### config.mk
export PLATFORM = sky130hd
export DESIGN_NAME = rv_load_align
export DESIGN_NICKNAME = d
export VERILOG_FILES = /design/src/rtl/rv_pkg.sv /design/src/rtl/rv_load_extract.sv /design/src/rtl/rv_load_align.sv
export SDC_FILE = /design/constraint.sdc
export NUM_CORES = 1
export LEC_CHECK = 0
export CAP_MARGIN = 5
export CORE_MARGIN = 2
export CORE_UTILIZATION = 51
export CTS_CLUSTER_DIAMETER = 150
export DETAILED_ROUTE_END_ITERATION = 7
export PLACE_DENSITY = 0.81
export SLEW_MARGIN = 25
export SYNTH_ARGS = -nofsm -noshare
export SYNTH_HDL_FRONTEND = slang
export SYNTH_SLANG_ARGS = --single-unit
### constraint.sdc
create_clock -name clk_i -period 2.2 [get_ports clk_i]
set_input_delay 0.66 -clock clk_i [delete_from_list [all_inputs] [get_ports clk_i]]
set_output_delay 0.66 -clock clk_i [all_outputs]
set_load 0.1 [all_outputs]
### src/rtl/rv_pkg.sv
// Shared definitions for the RV memory-stage load path: access sizes,
// load FSM state encoding and the word-span rule.
package rv_pkg;

    localparam logic [1:0] SZ_B = 2'b00;
    localparam logic [1:0] SZ_H = 2'b01;
    localparam logic [1:0] SZ_W = 2'b10;

    typedef enum logic [1:0] {
        ST_IDLE = 2'b00,
        ST_RD0  = 2'b01,
        ST_RD1  = 2'b10,
        ST_OUT  = 2'b11
    } state_e;

    // Reserved size 2'b11 behaves as a word access.
    function automatic logic spans_word(input logic [1:0] size, input logic [1:0] off);
        logic span;
        case (size)
            SZ_B:    span = 1'b0;
            SZ_H:    span = (off == 2'b11);
            default: span = (off != 2'b00);
        endcase
        return span;
    endfunction

endpackage

### src/rtl/rv_load_extract.sv
// Combinational lane mux: right-aligns the addressed bytes of {hi,lo}
// and sign- or zero-extends them to 32 bits.
module rv_load_extract
    import rv_pkg::*;
(
    input  logic [63:0] data_i,
    input  logic [1:0]  off_i,
    input  logic [1:0]  size_i,
    input  logic        sig_i,
    output logic [31:0] d_o
);

    logic [31:0] win_s;
    logic        fill_s;

    // Shift the byte window down, then extend according to access size.
    always_comb begin
        win_s  = 32'(data_i >> {off_i, 3'b000});
        fill_s = 1'b0;
        d_o    = win_s;
        case (size_i)
            SZ_B: begin
                fill_s = sig_i & win_s[7];
                d_o    = {{24{fill_s}}, win_s[7:0]};
            end
            SZ_H: begin
                fill_s = sig_i & win_s[15];
                d_o    = {{16{fill_s}}, win_s[15:0]};
            end
            default: begin
                fill_s = 1'b0;
                d_o    = win_s;
            end
        endcase
    end

endmodule

### src/rtl/rv_load_align.sv
// Load-data alignment unit: issues one or two word-aligned reads per load,
// merges them and presents the extended result with a one-cycle strobe.
module rv_load_align
    import rv_pkg::*;
(
    input  logic        clk_i,
    input  logic        rst_ni,
    input  logic        ce_i,
    input  logic [31:0] addr_i,
    input  logic [1:0]  size_i,
    input  logic        sig_i,
    output logic        busy_o,
    output logic        mem_req_o,
    output logic [31:0] mem_addr_o,
    input  logic        mem_ack_i,
    input  logic [31:0] mem_d_i,
    output logic        ce_o,
    output logic [31:0] d_o,
    output logic        split_o
);

    state_e      state_q, state_d;
    logic [1:0]  off_q, off_d;
    logic [1:0]  size_q, size_d;
    logic        sig_q, sig_d;
    logic [31:0] addr_q, addr_d;
    logic [31:0] lo_q, lo_d;
    logic [31:0] d_q, d_d;
    logic        busy_q, busy_d;
    logic        req_q, req_d;
    logic        ce_q, ce_d;
    logic        split_q, split_d;
    logic [63:0] ext_in_s;
    logic [31:0] ext_out_s;
    logic        span_s;

    // In RD0 the incoming word is lo with hi forced to zero; in RD1 it is hi.
    always_comb begin
        span_s = spans_word(size_q, off_q);
        if (state_q == ST_RD1) begin
            ext_in_s = {mem_d_i, lo_q};
        end else begin
            ext_in_s = {32'h0000_0000, mem_d_i};
        end
    end

    rv_load_extract u_extract (
        .data_i (ext_in_s),
        .off_i  (off_q),
        .size_i (size_q),
        .sig_i  (sig_q),
        .d_o    (ext_out_s)
    );

    // Next-state logic; output registers are loaded from the next state.
    always_comb begin
        state_d = state_q;
        off_d   = off_q;
        size_d  = size_q;
        sig_d   = sig_q;
        addr_d  = addr_q;
        lo_d    = lo_q;
        d_d     = d_q;
        split_d = split_q;
        case (state_q)
            ST_IDLE: begin
                if (ce_i) begin
                    off_d   = addr_i[1:0];
                    size_d  = size_i;
                    sig_d   = sig_i;
                    addr_d  = {addr_i[31:2], 2'b00};
                    state_d = ST_RD0;
                end else begin
                    state_d = ST_IDLE;
                end
            end
            ST_RD0: begin
                if (mem_ack_i) begin
                    lo_d = mem_d_i;
                    if (span_s) begin
                        addr_d  = addr_q + 32'd4;
                        state_d = ST_RD1;
                    end else begin
                        d_d     = ext_out_s;
                        split_d = 1'b0;
                        state_d = ST_OUT;
                    end
                end else begin
                    state_d = ST_RD0;
                end
            end
            ST_RD1: begin
                if (mem_ack_i) begin
                    d_d     = ext_out_s;
                    split_d = 1'b1;
                    state_d = ST_OUT;
                end else begin
                    state_d = ST_RD1;
                end
            end
            ST_OUT:  state_d = ST_IDLE;
            default: state_d = ST_IDLE;
        endcase
        busy_d = (state_d != ST_IDLE);
        req_d  = (state_d == ST_RD0) || (state_d == ST_RD1);
        ce_d   = (state_d == ST_OUT);
    end

    // State and registered outputs, cleared asynchronously.
    always_ff @(posedge clk_i or negedge rst_ni) begin
        if (!rst_ni) begin
            state_q <= ST_IDLE;
            off_q   <= 2'b00;
            size_q  <= 2'b00;
            sig_q   <= 1'b0;
            addr_q  <= 32'h0000_0000;
            lo_q    <= 32'h0000_0000;
            d_q     <= 32'h0000_0000;
            busy_q  <= 1'b0;
            req_q   <= 1'b0;
            ce_q    <= 1'b0;
            split_q <= 1'b0;
        end else begin
            state_q <= state_d;
            off_q   <= off_d;
            size_q  <= size_d;
            sig_q   <= sig_d;
            addr_q  <= addr_d;
            lo_q    <= lo_d;
            d_q     <= d_d;
            busy_q  <= busy_d;
            req_q   <= req_d;
            ce_q    <= ce_d;
            split_q <= split_d;
        end
    end

    assign busy_o     = busy_q;
    assign mem_req_o  = req_q;
    assign mem_addr_o = addr_q;
    assign ce_o       = ce_q;
    assign d_o        = d_q;
    assign split_o    = split_q;

endmodule

== Word-level counts from Yosys, hierarchy flattened ==
Index checks and enable logic that the tools add are counted.

* Bits in writable memories: 0
* Input port bits: 71
* Memories: 0
* Output and inout port bits: 68
* Bits in registers: 107
* Logic and storage cells: 59
* Bits in latches: 0
* Bits in read-only memories: 0

* Muxes and demuxes: 20
* Reductions and logical operators: 11
* Bitwise operators: 2
* Multiply operators: 0
* Shift-type cells: 1
* Eq/ne operators: 13
* Div/mod/pow operators: 0
* Magnitude comparators: 0
* $add $sub $neg: 1

{| class="wikitable"
|+ Operators by type and width
! cell !! number
|-
| $mux W32 || 6
|-
| $pmux W32 S2 || 3
|-
| $mux W64 || 1
|-
| $shr A64 B5 Y32 || 1
|-
| $add A32 B3 Y32 const B || 1
|-
| $eq A2 B2 Y1 const B || 5
|-
| $ne A2 B2 Y1 const B || 5
|-
| $pmux W2 S4 || 1
|-
| $reduce_and A4 Y1 || 2
|-
| $reduce_bool A2 Y1 || 4
|-
| $eq A2 B1 Y1 const B || 3
|-
| $mux W1 || 6
|-
| $logic_not A2 Y1 || 2
|-
| $pmux W1 S2 || 2
|-
| $reduce_and A2 Y1 || 2
|-
| $and A1 B1 Y1 || 2
|-
| $mux W2 || 1
|-
| $logic_or A1 B1 Y1 || 1
|}

== Depth between registers and ports, before layout ==
Gate-level depths: netlist of run 1.

* Word-level depth: 8
* Depth in mapped cells: 9
* Gate-level depth less buffers: 6

== By module ==
From an unflattened synthesis of run 1, not the netlist that was laid out.

* Cells, all modules: 652
* Area total of the unflattened synthesis: 6,438.7 um^2

{| class="wikitable"
|+ By module, submodules not included
! module !! seq. area each (um^2) !! cells an instance !! area each (um^2) !! times used
|-
| rv_load_align || 2,627.5 || 552 || 5,335.1 || 1
|-
| rv_load_extract || 0.0 || 100 || 1,103.6 || 1
|}

== Least setup slack after synthesis of run 1 ==
Ideal clock, no wire load.

* Path kind: register to register
* Start point: register addr_q[5] (netlist: mem_addr_o[5])
* End point: register addr_q[23] (netlist: mem_addr_o[23])
* Clock period less this slack: 2.503 ns
* Library setup time: 0.100 ns
* Data required time: 2.100 ns
* Path slack: -0.303 ns
* Buffers on the path: 2
* Stages on the path, launching flop included: 8
* Arrival time: 2.403 ns
* Cell sequence: dfrtp_1 > clkbuf_1 > nand4_1 > nor3_1 > buf_2 > and3_1 > nor3_1 > a311oi_1

* Cells in the longest elaborated chain, start to end: 4

{| class="wikitable"
|+ Ends and longest elaborated chain
! what !! line !! source
|-
| from (decl) || rv_load_align.sv:26 || <nowiki>logic [31:0] addr_q, addr_d;</nowiki>
|-
| from (signal assigned) || rv_load_align.sv:128 || <nowiki>addr_q <= addr_d;</nowiki>
|-
| $add A32 B3 Y32 || rv_load_align.sv:81 || <nowiki>addr_d = addr_q + 32'd4;</nowiki>
|-
| $mux W32 || rv_load_align.sv:80 || <nowiki>if (span_s) begin</nowiki>
|-
| $mux W32 || rv_load_align.sv:78 || <nowiki>if (mem_ack_i) begin</nowiki>
|-
| $pmux W32 S2 || rv_load_align.sv:65 || <nowiki>case (state_q)</nowiki>
|}

No other way between the ends. The select of a mux whose other input is x is not followed.
A chain may end at the register's enable or synchronous reset.

== Final worst setup path of run 1 ==
* Start point: input mem_d_i[23]
* End point: register d_q[13] (netlist: d_o[13])

* Cells in the longest elaborated chain, start to end: 7
* Elaborated cells on any way between the ends: 8
* Those cells by class: shift (1); mux (6); bitwise (1)

{| class="wikitable"
|+ Ends and longest elaborated chain
! what !! line !! source
|-
| from (decl) || rv_load_align.sv:16 || <nowiki>input logic [31:0] mem_d_i,</nowiki>
|-
| $mux W64 (*) || rv_load_align.sv:40 || <nowiki>if (state_q == ST_RD1) begin</nowiki>
|-
| $shr A64 B5 Y32 (*) || rv_load_extract.sv:18 || <nowiki>win_s = 32'(data_i >> {off_i, 3'b000});</nowiki>
|-
| $and A1 B1 Y1 (*) || rv_load_extract.sv:23 || <nowiki>fill_s = sig_i & win_s[7];</nowiki>
|-
| $pmux W32 S2 (*) || rv_load_extract.sv:21 || <nowiki>case (size_i)</nowiki>
|-
| $mux W32 || rv_load_align.sv:80 ||
|-
| $mux W32 || rv_load_align.sv:78 ||
|-
| $pmux W32 S2 (*) || rv_load_align.sv:65 ||
|-
| to (signal assigned) || rv_load_align.sv:118 || <nowiki>d_q <= 32'h0000_0000;</nowiki>
|-
| to (signal assigned) || rv_load_align.sv:130 || <nowiki>d_q <= d_d;</nowiki>
|-
| to (decl) || rv_load_align.sv:28 || <nowiki>logic [31:0] d_q, d_d;</nowiki>
|}

Every way passes the cells marked *; elsewhere a longest branch is shown, timed or not. The select of a mux whose other input is x is not followed.

==> metrics.txt, run 1 <==
# TYPE chip_impl_metric gauge
chip_impl_info{name="outcome",value="complete, no violations"} 1
chip_impl_info{name="cts_root_buf",value="clkbuf_16"} 1
chip_impl_metric{name="fillCellCount",unit=""} 777
chip_impl_metric{name="finClkSkew",unit="ps"} 5.11
chip_impl_metric{name="multi_input_area",unit="µm²"} 3240
chip_impl_info{name="critical_path.startpoint_type",value="input port"} 1
chip_impl_metric{name="layout_overhead_on_the_synthesized_area",unit="%"} 38.2
chip_impl_metric{name="globalRouteOverflowTotal",unit=""} 0
chip_impl_metric{name="synth.cell_area",unit="µm²"} 6110
chip_impl_metric{name="start_util",unit="%"} 52.8
chip_impl_metric{name="gr_usage_total",unit="%"} 28.5
chip_impl_metric{name="clk_pin_slew",unit="ps"} 70
chip_impl_metric{name="antenna-diode-count",unit=""} 0
chip_impl_metric{name="clockBufferDepth",unit=""} 2
chip_impl_metric{name="synth_enable_flop_cells",unit=""} 0
chip_impl_metric{name="synth.lib_cells_used.distinct",unit=""} 58
chip_impl_metric{name="yosys_register_bits",unit=""} 105
chip_impl_metric{name="dp_hpwl",unit="µm"} 13100
chip_impl_metric{name="fraction_of_registers_with_async_set_reset",unit="%"} 100
chip_impl_metric{name="grt_start_max_net_pins",unit=""} 48
chip_impl_metric{name="route.final.wire_length",unit="µm"} 18100
chip_impl_metric{name="setup_violations",unit=""} 0
chip_impl_metric{name="finalWorstPathRequiredPeriod",unit="ps"} 2150
chip_impl_metric{name="placementRows",unit=""} 39
chip_impl_metric{name="number_of_max_slew_violations_in_the_final_report",unit=""} 0
chip_impl_metric{name="worst-endpoint-required",unit="ps"} 2470
chip_impl_metric{name="numCtsBuffers",unit=""} 9
chip_impl_metric{name="path_max_fanout",unit=""} 8
chip_impl_metric{name="relSlewSlack",unit="%"} 61.1
chip_impl_metric{name="area.sequential",unit="µm²"} 2660
chip_impl_metric{name="route.detailed.vias_per_inst",unit=""} 6.19
chip_impl_metric{name="synthCells",unit=""} 637
chip_impl_metric{name="worst-slew-pin-transition",unit="ps"} 579
chip_impl_metric{name="residual_drc_count",unit=""} 0
chip_impl_metric{name="chipHeight",unit="µm"} 113
chip_impl_info{name="grt_setup_unrepaired",value="false"} 1
chip_impl_metric{name="gp_routability_congestion",unit=""} 0.915
chip_impl_metric{name="final_nets",unit=""} 863
chip_impl_metric{name="cts_sinks",unit=""} 105
chip_impl_metric{name="ctsHtreeMaxLevel",unit=""} 3
chip_impl_metric{name="core_region_area",unit="µm²"} 11600
chip_impl_info{name="crit_type",value="in2reg"} 1
chip_impl_metric{name="maxClockFrequency",unit="MHz"} 466
chip_impl_metric{name="boundaryPins",unit=""} 139
chip_impl_metric{name="fp.dieW",unit="µm"} 113
chip_impl_metric{name="cap_viol_max_count",unit=""} 0
chip_impl_metric{name="drt-pass1-iter-count",unit=""} 7
chip_impl_info{name="ys.flop_type",value="dfrtp_1"} 1
chip_impl_metric{name="wire_per_inst",unit="µm"} 19.3
chip_impl_metric{name="drive_above_1_share",unit="%"} 27.1
chip_impl_metric{name="clk-insertion-delay-late",unit="ps"} 360
chip_impl_metric{name="place.port_buffers",unit=""} 136
chip_impl_metric{name="ys.warnings.count",unit=""} 0
chip_impl_metric{name="synth_sequential_area_ratio",unit="%"} 43.0
chip_impl_info{name="timing.critical_path.to_type",value="flip-flop"} 1
chip_impl_metric{name="final_antenna_net_count",unit=""} 0
chip_impl_metric{name="die_area",unit="µm²"} 12900
chip_impl_metric{name="via_count_of_the_first_global_routing_pass",unit=""} 5657
chip_impl_metric{name="hold_ws",unit="ps"} 257
chip_impl_metric{name="postCtsSetupBuffers",unit=""} 0
chip_impl_metric{name="hold_bufs_inserted_after_cts",unit=""} 0
chip_impl_metric{name="via_count",unit=""} 5796
chip_impl_metric{name="synthesized_area_per_cell",unit="µm²"} 9.59
chip_impl_metric{name="detailedRoute.firstIterationViolations",unit=""} 612
chip_impl_metric{name="grt_pass1_wl",unit="µm"} 29000
chip_impl_metric{name="final.period_utilization",unit="%"} 97.6
chip_impl_info{name="hold_path.class",value="in2async"} 1
chip_impl_metric{name="antenna_found_initial",unit=""} 0
chip_impl_metric{name="report.final.hold_viol_count",unit=""} 0
chip_impl_info{name="cts_tree",value="done"} 1
chip_impl_metric{name="crit_arrival",unit="ps"} 2410
==> cell usage after synthesis, types with 13 or more instances <==
master | number | share of area (%)
a21oi_1 | 41 | 3.4
a31oi_1 | 16 | 1.6
clkbuf_1 | 30 | 1.8
dfrtp_1 | 105 | 43
mux2_2 | 37 | 6.8
mux2i_1 | 41 | 6.7
nand2_1 | 85 | 5.2
nand2b_1 | 13 | 1.3
nor2_1 | 48 | 2.9
o211ai_1 | 17 | 2.1
o21ai_0 | 24 | 2.0
==> critical path: stages <==
cell             delay (ps)
clkdlybuf4s50_1         520
a21boi_0                130
mux4_2                  540
or3_4                   450
o211ai_1                110
==> what timing repair did <==
item,4_1_cts,5_1_grt
pin swaps,0,1
resized for setup,3,5
endpoints found under the setup margin,15,26
cloned,0,0
==> layer usage <==
| metal | part of all wire, % | up-vias | track usage (%) |
|---|---|---|---|
| met4 | 1.9 | 0 | 10.2 |
| met2 | 47 | 330 | 45.5 |
| met3 | 9.4 | 29 | 5.53 |
| met1 | 41 | 2795 | 39.0 |
| li1 | - | 2642 | - |
| met5 | 0 | - | 0 |
==> cells by family (layout without fill, tap and decap cells) <==
family                     Yosys count  in the layout  synth area share, %
buffers and inverters               59            214                 4.48
muxes                               86             86                 16.5
other                                1              2               0.0614
DFF                                105            105                 43.0
adders and majority gates            3              3                0.614
and+or+nand+nor                    210            210                 16.2
AOI/OAI and AO/OA                  173            173                 19.1
==> through the flow <==
step | instance area [µm²] | instances | util [%] | setup slack, ps | setup TNS (ps)
2_1_floorplan | 6140 | 638 | - | 0.190 | 0
3_5_place_dp | 8120 | 921 | 70.2 | -405 | -14100
4_1_cts | 8430 | 936 | 72.9 | 33.6 | 0
6_report | 8450 | 936 | 73.0 | 53.5 | 0
3_3_place_gp | 8120 | 921 | 70.2 | -353 | -11530
5_1_grt | 8450 | 936 | 73.0 | 4.74 | 0
==> flip-flops by register name, indices dropped and copies added (netlist names), 2 cells and up <==
signal      count
size_q          2
lo_q           32
off_q           2
d_o            32
mem_addr_o     30
state_q         2
==> layout by cell type, fill, tap and decap left out, types with 3 or more instances in the layout <==
cell type / n
mux4_2: 8
clkdlybuf4s50_1: 68
o2bb2a_1: 3
nand3_1: 12
nor2_1: 48
a211oi_1: 8
o22a_1: 5
buf_4: 87
ha_1: 3
a21oi_1: 40
mux2i_1: 40
o2111ai_1: 3
nor3_1: 8
o22ai_1: 10
dfrtp_2: 21
o21bai_1: 8
o211ai_1: 17
dfrtp_1: 83
clkbuf_16: 9
o21ai_0: 24
a22oi_1: 7
nand2b_1: 13
mux2_2: 37
a2bb2oi_1: 6
nand2_1: 85
and2_1: 4
a31oi_1: 16
a311oi_1: 3
buf_12: 35
inv_1: 7
nand4_1: 12
and3_1: 8
a221o_1: 7
==> layout make-up <==
cell class	count	share of cell area (%)
tap	143	2.12
inverter	8	0.356
clock buffer	9	2.67
sequential	105	31.5
multi-input combinational	474	38.4
timing repair buffer	191	24.2
clock inverter	6	0.800
==> worst paths after layout <==
kind,start,end,slack [ps],cells past startpoint
worst max register to register,state_q[0]$_DFF_PN0_,d_o[22]$_DFFE_PN0P_,100,7
min in group clk_i,lo_q[23]$_DFFE_PN0P_,lo_q[23]$_DFFE_PN0P_,500,2
worst min register to register,lo_q[23]$_DFFE_PN0P_,lo_q[23]$_DFFE_PN0P_,500,2
worst min-delay path,rst_ni,d_o[13]$_DFFE_PN0P_,260,1
max in group asynchronous,rst_ni,mem_addr_o[5]$_DFFE_PN0P_,1350,2
worst max-delay path,mem_d_i[23],d_o[13]$_DFFE_PN0P_,50,5
Power of run 1 is not shown: default switching activity piles up to over one toggle a cycle in this logic, so the estimate is an artifact.
==> run 2, diff against run 1 <==
--- a/config.mk
+++ b/config.mk
@@ -11,6 +11,7 @@
 export CTS_CLUSTER_DIAMETER = 150
 export DETAILED_ROUTE_END_ITERATION = 7
 export PLACE_DENSITY = 0.81
+export SETUP_SLACK_MARGIN = 0.02
 export SLEW_MARGIN = 25
 export SYNTH_ARGS = -nofsm -noshare
 export SYNTH_HDL_FRONTEND = slang
==> run 2 against run 1 <==
  * Core utilization unchanged
  * Non-clock buffer count unchanged
  * Final area unchanged
  * Die area unchanged
  * Maximum frequency increased by 0.60%
  * Sequential share of layout area unchanged
  * Clock skew increased by 1.5 ps
  * Critical path depth increased by 1
  * First-iteration DRC count decreased by 5.4%
  * Setup slack improved by 13 ps
  * Register-to-register slack got worse by 20 ps
==> metrics.txt, run 2 (synthesis results as in run 1) <==
# TYPE chip_impl_metric gauge
chip_impl_metric{name="r2r_slack",unit="ps"} 80
chip_impl_info{name="uppermost_signal_routing_layer_after_detailed_routing",value="met4"} 1
chip_impl_info{name="crit_type",value="in2reg"} 1
chip_impl_metric{name="placementRows",unit=""} 39
chip_impl_metric{name="relSlewSlack",unit="%"} 61.2
chip_impl_metric{name="route.detailed.vias_per_inst",unit=""} 6.22
chip_impl_info{name="grt_setup_unrepaired",value="true"} 1
chip_impl_metric{name="boundaryPins",unit=""} 139
chip_impl_info{name="critical_path.startpoint_type",value="input port"} 1
chip_impl_metric{name="clk_pin_slew",unit="ps"} 70
chip_impl_metric{name="globalRouteOverflowTotal",unit=""} 0
chip_impl_info{name="hold_path.class",value="in2async"} 1
chip_impl_metric{name="die_area",unit="µm²"} 12900
chip_impl_metric{name="place.port_buffers",unit=""} 136
chip_impl_metric{name="report.final.hold_viol_count",unit=""} 0
chip_impl_metric{name="fp.dieW",unit="µm"} 113
chip_impl_metric{name="route.final.wire_length",unit="µm"} 18200
chip_impl_metric{name="ctsHtreeMaxLevel",unit=""} 3
chip_impl_metric{name="gp_routability_congestion",unit=""} 0.915
chip_impl_info{name="cts_root_buf",value="clkbuf_16"} 1
chip_impl_metric{name="finClkSkew",unit="ps"} 6.61
chip_impl_metric{name="path_max_fanout",unit=""} 16
chip_impl_metric{name="r2r.worst_path.cells",unit=""} 6
chip_impl_metric{name="met2WireLength",unit="µm"} 8680
chip_impl_info{name="worstReg2RegStart",value="state_q[0]$_DFF_PN0_"} 1
chip_impl_metric{name="wire_per_inst",unit="µm"} 19.4
chip_impl_metric{name="wl_met1",unit="µm"} 7550
chip_impl_metric{name="residual_drc_count",unit=""} 0
chip_impl_metric{name="crit_path_max_incr_delay",unit="ps"} 540
chip_impl_metric{name="drt-pass1-iter-count",unit=""} 6
chip_impl_info{name="rr_endpoint",value="d_o[13]$_DFFE_PN0P_"} 1
chip_impl_metric{name="hold_bufs_inserted_after_cts",unit=""} 0
chip_impl_metric{name="grt_pass1_wl",unit="µm"} 29000
chip_impl_metric{name="antenna_found_initial",unit=""} 0
chip_impl_metric{name="finalWorstPathRequiredPeriod",unit="ps"} 2130
chip_impl_metric{name="antenna-diode-count",unit=""} 0
chip_impl_metric{name="dp_hpwl",unit="µm"} 13100
chip_impl_metric{name="cts_sinks",unit=""} 105
chip_impl_metric{name="final_antenna_net_count",unit=""} 0
chip_impl_metric{name="core_region_area",unit="µm²"} 11600
chip_impl_metric{name="sum_of_buffers_and_inverters_on_the_critical_path",unit=""} 2
chip_impl_metric{name="cap_viol_max_count",unit=""} 0
chip_impl_metric{name="clockBufferDepth",unit=""} 2
chip_impl_metric{name="setup_violations",unit=""} 0
chip_impl_metric{name="worst-slew-pin-transition",unit="ps"} 577
chip_impl_info{name="critical-path-top-delay-family",value="buffers and inverters"} 1
chip_impl_metric{name="worst-endpoint-required",unit="ps"} 2490
chip_impl_metric{name="number_of_max_slew_violations_in_the_final_report",unit=""} 0
chip_impl_metric{name="layout_overhead_on_the_synthesized_area",unit="%"} 38.2
chip_impl_metric{name="gr_usage_total",unit="%"} 28.5
chip_impl_metric{name="final_nets",unit=""} 863
chip_impl_metric{name="non_filler_instance_count_after_layout",unit=""} 936
chip_impl_metric{name="hold_ws",unit="ps"} 257
chip_impl_metric{name="final.period_utilization",unit="%"} 97.0
chip_impl_info{name="cts_tree",value="done"} 1
chip_impl_metric{name="maxClockFrequency",unit="MHz"} 469
chip_impl_info{name="outcome",value="complete, no violations"} 1
chip_impl_metric{name="drive_above_1_share",unit="%"} 27.1
chip_impl_info{name="most_common_cell_after_layout_fill_and_taps_aside",value="buf_4"} 1
chip_impl_metric{name="crit_arrival",unit="ps"} 2420
chip_impl_metric{name="via_count",unit=""} 5824
chip_impl_metric{name="placed_cells",unit=""} 921
chip_impl_info{name="mostFrequentLayoutCells",value="buf_4, nand2_1, dfrtp_1"} 1
chip_impl_info{name="critical-path-slowest-cell",value="mux4_2"} 1
chip_impl_metric{name="chipHeight",unit="µm"} 113
chip_impl_metric{name="start_util",unit="%"} 52.8
chip_impl_info{name="path_cells",value="clkdlybuf4s50_1 -> a21boi_0 -> mux4_2 -> a211oi_4 -> buf_12 -> a221o_1"} 1
chip_impl_metric{name="clk-insertion-delay-late",unit="ps"} 360
chip_impl_info{name="timing.critical_path.to_type",value="flip-flop"} 1
chip_impl_metric{name="numCtsBuffers",unit=""} 9
chip_impl_metric{name="via_count_of_the_first_global_routing_pass",unit=""} 5657
chip_impl_metric{name="grt_start_max_net_pins",unit=""} 48
chip_impl_metric{name="wl_met3",unit="µm"} 1630
chip_impl_metric{name="detailedRoute.firstIterationViolations",unit=""} 579
==> run 2: cell counts in the layout (fill, tap and decap cells not counted) <==
No cell type changed its count.
==> run 2: final cells by class <==
cell class / count / area [µm²]
multi-input cells: 474 / 3240
repair buffers: 191 / 2050
well taps: 143 / 179
fillers: 777 / 3120
flip-flops and latches: 105 / 2660
inverters: 8 / 30.0
clock buffers: 9 / 225
clock inverters: 6 / 67.6
==> run 2: what timing repair did <==
action                                  in CTS  in global routing
endpoints found under the setup margin      16                 38
gates resized for setup                      3                  5
setup buffers                                0                  0
pin swaps                                    0                  2
==> run 2: per-stage QoR <==
step | setup slack, ps | util [%] | cell area, µm² | TNS, ps
after global placement | -353 | 70.2 | 8120 | -11530
after detailed placement | -405 | 70.2 | 8120 | -14100
final | 66.3 | 73.0 | 8450 | 0
after CTS | 33.6 | 72.9 | 8430 | 0
after floorplan | 0.190 | - | 6140 | 0
after global routing | 11.2 | 73.0 | 8450 | 0
==> run 2: worst max-delay path by stage <==
| stage | startpoint | end | slack, ps | cells after the start |
|---|---|---|---|---|
| 2_1_floorplan | mem_addr_o[11]$_DFFE_PN0P_ | mem_addr_o[23]$_DFFE_PN0P_ | 0.2 | 6 |
| 3_3_place_gp | mem_d_i[15] | d_o[9]$_DFFE_PN0P_ | -350 | 5 |
| 5_1_grt | state_q[0]$_DFF_PN0_ | d_o[24]$_DFFE_PN0P_ | 10 | 7 |
| 6_report | mem_d_i[23] | d_o[26]$_DFFE_PN0P_ | 70 | 6 |
| 4_1_cts | state_q[0]$_DFF_PN0_ | d_o[26]$_DFFE_PN0P_ | 30 | 7 |
| 3_5_place_dp | mem_d_i[23] | d_o[13]$_DFFE_PN0P_ | -410 | 5 |
==> run 2: per-layer routing <==
metal / global-route usage, % / vias up
li1: - / 2643
met1: 39.0 / 2833
met2: 45.5 / 318
met3: 5.53 / 30
met4: 10.2 / 0
met5: 0 / -
Power of run 2 is left out for the same reason.
==> run 3, diff against run 2 <==
--- a/config.mk
+++ b/config.mk
@@ -5,12 +5,14 @@
 export SDC_FILE = /design/constraint.sdc
 export NUM_CORES = 1
 export LEC_CHECK = 0
+export ABC_AREA = 1
 export CAP_MARGIN = 5
 export CORE_MARGIN = 2
-export CORE_UTILIZATION = 51
+export CORE_UTILIZATION = 53
 export CTS_CLUSTER_DIAMETER = 150
 export DETAILED_ROUTE_END_ITERATION = 7
-export PLACE_DENSITY = 0.81
+export MAX_ROUTING_LAYER = met4
+export PLACE_DENSITY = 0.82
 export SETUP_SLACK_MARGIN = 0.02
 export SLEW_MARGIN = 25
 export SYNTH_ARGS = -nofsm -noshare
==> run 3 against run 2 <==
  * Final area up 6.1%
  * Clock-buffer cell count up 1
  * Flip-flop and latch count unchanged
  * Non-clock buffer count down 26
  * Area after synthesis up 12%
  * Critical path depth up 3
  * Via count up 24%
  * Critical path type is now reg2reg
  * Critical endpoint is now mem_addr_o[18]$_DFFE_PN0P_
==> metrics.txt, run 3 <==
# TYPE chip_impl_metric gauge
chip_impl_metric{name="synthesized_area_per_cell",unit="µm²"} 6.59
chip_impl_info{name="post_synth_main_area_contributors",value="dfrtp_1, nand2_1, nand3_1"} 1
chip_impl_metric{name="non_filler_instance_count_after_layout",unit=""} 1333
chip_impl_metric{name="crit_arrival",unit="ps"} 2300
chip_impl_metric{name="fraction_of_registers_with_async_set_reset",unit="%"} 100
chip_impl_metric{name="synth_sequential_area_ratio",unit="%"} 38.5
chip_impl_metric{name="yosys_register_bits",unit=""} 105
chip_impl_metric{name="chipHeight",unit="µm"} 117
chip_impl_metric{name="maxClockFrequency",unit="MHz"} 496
chip_impl_metric{name="clockBufferDepth",unit=""} 2
chip_impl_metric{name="route.final.wire_length",unit="µm"} 20000
chip_impl_metric{name="report.final.hold_viol_count",unit=""} 0
chip_impl_info{name="outcome",value="complete, no violations"} 1
chip_impl_metric{name="drt-pass1-iter-count",unit=""} 8
chip_impl_info{name="critical_path.startpoint_type",value="flip-flop"} 1
chip_impl_info{name="synthMostInstantiatedCell",value="nand2_1"} 1
chip_impl_metric{name="place.port_buffers",unit=""} 136
chip_impl_metric{name="grt_start_max_net_pins",unit=""} 64
chip_impl_info{name="mostFrequentLayoutCells",value="nand2_1, nand3_1, nor2_1"} 1
chip_impl_metric{name="gr_usage_total",unit="%"} 30.7
chip_impl_metric{name="finalWorstPathRequiredPeriod",unit="ps"} 2020
chip_impl_metric{name="clk-insertion-delay-late",unit="ps"} 360
chip_impl_info{name="cts_tree",value="done"} 1
chip_impl_metric{name="synth.lib_cells_used.distinct",unit=""} 32
chip_impl_metric{name="cap_viol_max_count",unit=""} 0
chip_impl_metric{name="synth_enable_flop_cells",unit=""} 0
chip_impl_info{name="hold_path.class",value="in2async"} 1
chip_impl_metric{name="final.period_utilization",unit="%"} 91.6
chip_impl_metric{name="finClkSkew",unit="ps"} 7.28
chip_impl_metric{name="via_count",unit=""} 7215
chip_impl_metric{name="yosys.area.top_type_share",unit="%"} 38.5
chip_impl_info{name="worstReg2RegStart",value="size_q[1]$_DFFE_PN0P_"} 1
chip_impl_metric{name="antenna-diode-count",unit=""} 0
chip_impl_metric{name="numCtsBuffers",unit=""} 9
chip_impl_metric{name="grt_pass1_wl",unit="µm"} 33200
chip_impl_info{name="synth_top_cell_by_area",value="dfrtp_1"} 1
chip_impl_metric{name="setup_tns",unit="ps"} 0
chip_impl_metric{name="cts_sinks",unit=""} 105
chip_impl_metric{name="detailedRoute.firstIterationViolations",unit=""} 688
chip_impl_info{name="grt_setup_unrepaired",value="false"} 1
chip_impl_metric{name="post_layout_utilization_of_the_core",unit="%"} 71.3
chip_impl_info{name="crit_type",value="reg2reg"} 1
chip_impl_metric{name="ctsHtreeMaxLevel",unit=""} 3
chip_impl_metric{name="start_util",unit="%"} 54.3
chip_impl_metric{name="placementRows",unit=""} 41
chip_impl_metric{name="drive_above_1_share",unit="%"} 12.4
chip_impl_info{name="ys_top_cells_by_count",value="nand2_1, nand3_1, nor2_1"} 1
chip_impl_metric{name="hold_ws",unit="ps"} 220
chip_impl_metric{name="path_max_fanout",unit=""} 40
chip_impl_metric{name="synthCells",unit=""} 1035
chip_impl_metric{name="dp_hpwl",unit="µm"} 14800
chip_impl_metric{name="wire_per_inst",unit="µm"} 15.0
chip_impl_metric{name="boundaryPins",unit=""} 139
chip_impl_info{name="critical-path-top-delay-family",value="simple AND/OR/NAND/NOR gates"} 1
chip_impl_metric{name="crit_path_max_incr_delay",unit="ps"} 560
chip_impl_metric{name="hold_bufs_inserted_after_cts",unit=""} 0
chip_impl_metric{name="postCtsSetupBuffers",unit=""} 0
chip_impl_metric{name="fillCellCount",unit=""} 1026
chip_impl_metric{name="via_count_of_the_first_global_routing_pass",unit=""} 6812
chip_impl_info{name="cts_root_buf",value="clkbuf_16"} 1
chip_impl_info{name="rr_endpoint",value="mem_addr_o[18]$_DFFE_PN0P_"} 1
chip_impl_metric{name="antenna_found_initial",unit=""} 0
chip_impl_info{name="critical-path-slowest-cell",value="dfrtp_1"} 1
chip_impl_info{name="path_cells",value="inv_2 -> o21ai_0 -> nand3_1 -> nor2_1 -> nor2_2 -> buf_12 -> nor2_1 -> nand2_1 -> o21ai_0"} 1
chip_impl_metric{name="core_region_area",unit="µm²"} 12600
chip_impl_metric{name="ctsResizeCount",unit=""} 0
chip_impl_metric{name="worst-endpoint-required",unit="ps"} 2480
chip_impl_metric{name="synth.cell_area",unit="µm²"} 6820
chip_impl_metric{name="sum_of_buffers_and_inverters_on_the_critical_path",unit=""} 2
chip_impl_metric{name="residual_drc_count",unit=""} 0
chip_impl_info{name="ys.flop_type",value="dfrtp_1"} 1
chip_impl_metric{name="r2r_slack",unit="ps"} 180
chip_impl_metric{name="route.detailed.vias_per_inst",unit=""} 5.41
chip_impl_metric{name="setup_violations",unit=""} 0
chip_impl_info{name="timing.critical_path.to_type",value="flip-flop"} 1
chip_impl_metric{name="number_of_max_slew_violations_in_the_final_report",unit=""} 0
chip_impl_info{name="most_common_cell_after_layout_fill_and_taps_aside",value="nand2_1"} 1
chip_impl_metric{name="globalRouteOverflowTotal",unit=""} 0
chip_impl_metric{name="fp.dieW",unit="µm"} 117
chip_impl_metric{name="die_area",unit="µm²"} 13800
chip_impl_metric{name="r2r.worst_path.cells",unit=""} 9
chip_impl_metric{name="layout_overhead_on_the_synthesized_area",unit="%"} 31.4
chip_impl_metric{name="gp_routability_congestion",unit=""} 0.974
chip_impl_metric{name="final_nets",unit=""} 1230
chip_impl_metric{name="clk_pin_slew",unit="ps"} 80
chip_impl_metric{name="placed_cells",unit=""} 1317
chip_impl_metric{name="ys.warnings.count",unit=""} 0
chip_impl_metric{name="final_antenna_net_count",unit=""} 0
[run 3: changes by cell type in the layout (fill, tap and decap cells not counted), sizes merged, moves of 37 or more]
cell / delta
nand3: +146
mux2: -37
inv: +94
o21ai: +71
nand2: +218
nor2: +100
mux2i: -41
[run 3: cell type report]
class	count	area, µm²	share of cell area, %
Multi-Input combinational cell	773	3510	39.2
Sequential cell	105	2630	29.4
Timing Repair Buffer	165	1910	21.3
Inverter	102	385	4.30
Clock buffer	10	229	2.55
Tap cell	172	215	2.40
Clock inverter	6	76.3	0.852
[run 3: stage by stage]
stage / setup slack (ps) / area (µm²)
6_report: 185 / 8960
5_1_grt: 29.2 / 8960
4_1_cts: 256 / 8960
3_5_place_dp: -29.1 / 8660
3_3_place_gp: 35.2 / 8660
2_1_floorplan: 67.2 / 6830
[run 3: cell families after synthesis]
logic type	synth area share [%]
other	0.0550
and+or+nand+nor	40.2
buffers and inverters	10.1
AOI/OAI and AO/OA	10.0
xor gates and xnor gates	0.514
DFF	38.5
adders and majority gates	0.550
[run 3: how the worst max path moves through the flow]
stage,startpoint,endpoint,slack (ps),cells past startpoint
detailed placement,mem_ack_i,d_o[2]$_DFFE_PN0P_,-30,9
finish,size_q[1]$_DFFE_PN0P_,mem_addr_o[18]$_DFFE_PN0P_,180,9
global placement,mem_ack_i,d_o[2]$_DFFE_PN0P_,40,9
CTS,size_q[1]$_DFFE_PN0P_,mem_addr_o[18]$_DFFE_PN0P_,260,9
global route,size_q[1]$_DFFE_PN0P_,mem_addr_o[18]$_DFFE_PN0P_,30,9
floorplan,mem_addr_o[5]$_DFFE_PN0P_,mem_addr_o[12]$_DFFE_PN0P_,70,9
[run 3: routing by layer]
metal  GRT usage [%]  wire length [µm]  vias to the layer above
li1                -                 -                     3539
met3            3.49              1180                       58
met1            37.9              8240                     3318
met5               -                 0                        -
met2            50.2              9700                      300
met4            15.4               864                        0
Power of run 3 is left out for the same reason.
